### config.mk
export PLATFORM = sky130hd
export DESIGN_NAME = regfile_wb_arbiter
export DESIGN_NICKNAME = d
export VERILOG_FILES = /design/src/rtl/regfile_wb_arbiter_pkg.sv /design/src/rtl/regfile_wb_arbiter_rr_arbiter.sv /design/src/rtl/regfile_wb_arbiter.sv
export SDC_FILE = /design/constraint.sdc
export NUM_CORES = 1
export LEC_CHECK = 0
export CELL_PAD_IN_SITES_DETAIL_PLACEMENT = 1
export CELL_PAD_IN_SITES_GLOBAL_PLACEMENT = 2
export CORE_MARGIN = 3
export CORE_UTILIZATION = 24
export DETAILED_ROUTE_END_ITERATION = 10
export PLACE_DENSITY_LB_ADDON = 0.1
export SKIP_CTS_REPAIR_TIMING = 1
export SLEW_MARGIN = 20
export SYNTH_ARGS = -nofsm -noshare
export SYNTH_HDL_FRONTEND = slang
export SYNTH_SLANG_ARGS = --single-unit
### constraint.sdc
create_clock -name clk -period 2.81 [get_ports clk]
set_input_delay 0.4215 -clock clk [delete_from_list [all_inputs] [get_ports clk]]
set_output_delay 0.4215 -clock clk [all_outputs]
set_load 0.03 [all_outputs]
### src/rtl/regfile_wb_arbiter_pkg.sv
// Shared register-file geometry for the writeback arbiter, register_file and benches.
package regfile_wb_arbiter_pkg;

    localparam int unsigned RF_DATA_W   = 20;
    localparam int unsigned RF_ADDR_W   = 4;
    localparam int unsigned RF_NUM_REGS = 16;

    typedef logic [RF_ADDR_W-1:0] rf_sel_t;
    typedef logic [RF_DATA_W-1:0] rf_data_t;

endpackage

### src/rtl/regfile_wb_arbiter_rr_arbiter.sv
// Round-robin arbiter: one-hot grant, search starts one past the last granted index.
module rr_arbiter #(
    parameter int unsigned NUM_REQ = 3
) (
    input  logic               clk,
    input  logic               rst_n,
    input  logic [NUM_REQ-1:0] req,
    input  logic               advance,
    output logic [NUM_REQ-1:0] grant
);

    localparam int unsigned PTR_W = (NUM_REQ > 1) ? $clog2(NUM_REQ) : 1;

    logic [PTR_W-1:0] ptr;
    logic [PTR_W-1:0] gnt_idx;
    logic [PTR_W-1:0] cand;
    logic             found;

    // Pick the first requester after the pointer, wrapping modulo NUM_REQ.
    always_comb begin
        grant   = '0;
        gnt_idx = ptr;
        cand    = '0;
        found   = 1'b0;
        for (int unsigned k = 1; k <= NUM_REQ; k++) begin
            cand = PTR_W'((32'(ptr) + k) % NUM_REQ);
            if (!found && req[cand]) begin
                found       = 1'b1;
                gnt_idx     = cand;
                grant[cand] = 1'b1;
            end
        end
    end

    // Pointer moves to the winner only when the grant is taken.
    always_ff @(posedge clk or negedge rst_n) begin
        if (!rst_n) begin
            ptr <= PTR_W'(NUM_REQ - 1);
        end else if (advance) begin
            ptr <= gnt_idx;
        end
    end

endmodule

### src/rtl/regfile_wb_arbiter.sv
// Writeback port arbiter for register_file with per-register busy scoreboard.
module regfile_wb_arbiter
    import regfile_wb_arbiter_pkg::*;
#(
    parameter int unsigned NUM_REQ  = 3,
    parameter int unsigned DATA_W   = RF_DATA_W,
    parameter int unsigned ADDR_W   = RF_ADDR_W,
    parameter int unsigned NUM_REGS = RF_NUM_REGS
) (
    input  logic                      clk,
    input  logic                      rst_n,
    input  logic [NUM_REQ-1:0]        req_valid,
    input  logic [NUM_REQ*ADDR_W-1:0] req_addr,
    input  logic [NUM_REQ*DATA_W-1:0] req_data,
    output logic [NUM_REQ-1:0]        req_ready,
    output logic [DATA_W-1:0]         rf_write,
    output logic [ADDR_W-1:0]         rf_w_select,
    output logic                      rf_w,
    input  logic                      sb_set,
    input  logic [ADDR_W-1:0]         sb_addr,
    input  logic [ADDR_W-1:0]         rd1_sel,
    input  logic [ADDR_W-1:0]         rd2_sel,
    output logic                      rd_stall,
    output logic [NUM_REGS-1:0]       busy,
    output logic                      sb_err
);

    logic [NUM_REQ-1:0]  grant;
    logic                hs;
    logic [ADDR_W-1:0]   sel_addr;
    logic [DATA_W-1:0]   sel_data;
    logic [NUM_REGS-1:0] busy_next;
    logic                err_hit;

    rr_arbiter #(.NUM_REQ(NUM_REQ)) u_arb (
        .clk     (clk),
        .rst_n   (rst_n),
        .req     (req_valid),
        .advance (hs),
        .grant   (grant)
    );

    assign req_ready = rst_n ? grant : '0;
    assign hs        = |req_ready;

    // Route the granted requester's select and data to the write stage.
    always_comb begin
        sel_addr = '0;
        sel_data = '0;
        for (int unsigned i = 0; i < NUM_REQ; i++) begin
            if (grant[i]) begin
                sel_addr = req_addr[i*ADDR_W +: ADDR_W];
                sel_data = req_data[i*DATA_W +: DATA_W];
            end
        end
    end

    // Write stage: one registered write per handshake; select/data hold when idle.
    always_ff @(posedge clk or negedge rst_n) begin
        if (!rst_n) begin
            rf_w        <= 1'b0;
            rf_w_select <= '0;
            rf_write    <= '0;
        end else begin
            rf_w <= hs;
            if (hs) begin
                rf_w_select <= sel_addr;
                rf_write    <= sel_data;
            end
        end
    end

    // Retiring write clears, issue sets; set applied last so a new producer wins.
    always_comb begin
        busy_next = busy;
        if (rf_w) begin
            busy_next[rf_w_select] = 1'b0;
        end
        if (sb_set) begin
            busy_next[sb_addr] = 1'b1;
        end
        err_hit = sb_set && busy[sb_addr] && !(rf_w && (rf_w_select == sb_addr));
    end

    // Scoreboard state and sticky double-issue flag.
    always_ff @(posedge clk or negedge rst_n) begin
        if (!rst_n) begin
            busy   <= '0;
            sb_err <= 1'b0;
        end else begin
            busy <= busy_next;
            if (err_hit) begin
                sb_err <= 1'b1;
            end
        end
    end

    assign rd_stall = busy[rd1_sel] | busy[rd2_sel];

endmodule
==> flow_summary.yaml <==
run_status:
  status: "finished with violations"
  violations: "negative setup slack"
layout:
  area_delta_synth_final_pct: 71.9
  regArea_um2: 1100
  drive_gt1_share_pct: 22.5
  nNetsFinal: 565
  design_area_um2: 5080
  fin_cells: 615
  fillers: 1334
  diodes: 0
  post-route-util_pct: 43.4
  multi_input_area_um2: 1790
route:
  drt_iter0_markers: 98
  wirelength_um: 11600
  avgViaCountPerCell: 5.14
  ant_nets: 0
  wl_per_cell_um: 18.9
  first_pass_iters: 4
  drc: 0
  num_vias: 3159
floorplan:
  die_area_um2: 13700
  die_x_um: 117
  ioPinCount: 136
  start_util_pct: 25.3
  core_um2: 11700
  rows: 39
  fp.dieH_um: 117
power:
  powerDensity_nw_per_um2: 1170
  fin_total_pwr_mw: 5.93
  max-vdd-ir-drop_v: 0.000510
  p_leak_nw: 1.99
cts:
  clk_latency_ns: 0.28
  clock_sinks: 44
  cts-root-buf: "clkbuf_16"
  clock_path_buffers: 2
  htreeDepth: 2
  cts_made_buffers: 5
  tritoncts: "built"
  clkTransAtPathRegs_ns: 0.07
sta:
  period_needed_ns: 2.84
  fmax_mhz: 352
  finalHoldViolCount: 0
  drv_slew: 0
  fin_setup_tns_ns: -0.0311
  timing.final.ws_setup_ns: -0.0311
  slew_headroom_pct: 55.6
  finalSetupViolCount: 1
  finClkSkew_ns: 0.00727
  min_period_over_period_pct: 101
  tightestPinTransition_ns: 0.664
  rsz0062_at_grt: "true"
global_route:
  antenna_found_initial: 0
  groute.usage.overall_pct: 16.5
  grt_max_degree: 30
  grt-ovfl-total: 0
  grt_first_pass_wirelength_um: 17700
  grt_pass1_vias: 3338
critical_path:
  cp-end-kind: "output pin"
  cp-endpoint: "req_ready[2]"
  max_stage_delay_ns: 0.57
  r2r_end: "u_arb.ptr[1]$_DFFE_PN1P_"
  reg2reg_slack_ns: 0.06
  crit_arrival_ns: 2.42
  path_depth: 10
  r2r-start: "u_arb.ptr[1]$_DFFE_PN1P_"
  path_cells: "inv_2 -> ha_2 -> buf_12 -> nand2b_1 -> nand3_1 -> buf_4 -> a211oi_4 -> or2_4 -> and2_4 -> buf_6"
  cp_max_fo: 12
  crit_buf_inv: 4
  crit_start: "u_arb.ptr[1]$_DFFE_PN1P_"
  startpoint_type: "flop"
  worst_ep_required_time_ns: 2.39
  cpLargestDelayFamily: "simple AND/OR/NAND/NOR gates"
  rr_worst_depth: 13
  critPathKind: "flop to output pin"
  crit_path_top_delay_cell: "dfstp_2"
synth:
  ys_warn_count: 0
  synth_cell_types: 48
  syn_nets: 394
  synthFlopType: "dfrtp_1"
  async_reset_ff_share_pct: 100
  ys_seq_area_share_pct: 37.3
  syn_area_um2: 2960
  postSynthCellCount: 300
  syn_avg_cell_area_um2: 9.86
  synth_edf_count: 0
  ys_ff_latch: 44
worst_hold_path:
  hold_class: "primary input to asynchronous set/reset pin"
placement:
  place_congestion: 0.826
  placed_area_um2: 4720
  hpwlAfterDp_um: 9070
  place_inst: 595
  io_buffers: 135
run:
  max-cap-violations: 0
## state kept, by name, indices dropped and copies added, names as in the netlist
register,count
rf_write,20
busy,16
rf_w_select,4
u_arb.ptr,2
rf_w,1
sb_err,1
## metrics by stage
stage	hold WS (ns)	setup slack (ns)
floorplan	0.126	0.103
global placement	0.430	-0.542
detailed placement	0.428	-0.567
CTS	0.123	-0.565
global route	0.140	-0.135
finish	0.108	-0.0311
## worst min-delay path by stage
| stage | start | end |
|---|---|---|
| finish | rst_n | rf_w_select[2]$_DFFE_PN0P_ |
| CTS | rst_n | rf_write[1]$_DFFE_PN0P_ |
| global placement | rst_n | rf_write[11]$_DFFE_PN0P_ |
| global route | rst_n | rf_w_select[2]$_DFFE_PN0P_ |
| floorplan | rst_n | busy[0]$_DFF_PN0_ |
| detailed placement | rst_n | u_arb.ptr[0]$_DFFE_PN0P_ |
## synth_stat cells (6+ instances only)
| cell type | n | area share, % |
|---|---|---|
| dfrtp_1 | 43 | 36 |
| o21ai_0 | 35 | 5.9 |
| nand2_1 | 32 | 4.1 |
| nor2_1 | 29 | 3.7 |
| o31ai_1 | 25 | 6.3 |
| a221oi_1 | 24 | 7.1 |
| mux4_2 | 15 | 11 |
| buf_2 | 13 | 2.2 |
| nand2b_1 | 8 | 1.7 |
| nand3b_1 | 7 | 1.8 |
| clkbuf_1 | 6 | 0.76 |
## per-layer routing
metal	wire, um	GRT usage [%]
met2	5690	28.1
met1	5020	21.1
met3	761	4.37
met5	0	0
met4	172	3.82
## cell type report
cell class | instances | area share (%)
Sequential cell | 44 | 21.7
Tap cell | 143 | 3.52
Timing Repair Buffer | 187 | 35.9
Inverter | 6 | 0.443
Clock inverter | 2 | 0.689
Multi-Input combinational cell | 227 | 35.2
Clock buffer | 6 | 2.54
## power by group
part           switching, mW  internal (mW)
Sequential             0.245          0.903
Combinational           2.13           1.99
Clock                  0.241          0.418
## placed cells by master (no fill, tap or decap), drive strengths merged, types with 4 or more instances in the layout
| master | count |
|---|---|
| o21ai | 36 |
| nand2b | 8 |
| dfrtp | 43 |
| o31ai | 25 |
| ha | 4 |
| or2 | 4 |
| mux4 | 15 |
| nand2 | 32 |
| buf | 56 |
| inv | 6 |
| clkdlybuf4s50 | 128 |
| clkbuf | 6 |
| a221oi | 24 |
| a21oi | 4 |
| nor2 | 29 |
| mux2i | 4 |
| nand3 | 5 |
| nand3b | 7 |
## logic make-up after synthesis
group,Yosys count,share of synthesized area (%)
buffers and inverters,29,5.12
flip-flops,44,37.3
multiplexers,19,12.8
AND/OR/NAND/NOR,95,15.2
adder cells (fa/ha/maj),4,1.69
AO/OA/AOI/OAI,105,26.8
XOR/XNOR,4,1.18
No activity file was read; power rests on OpenSTA's default activity.
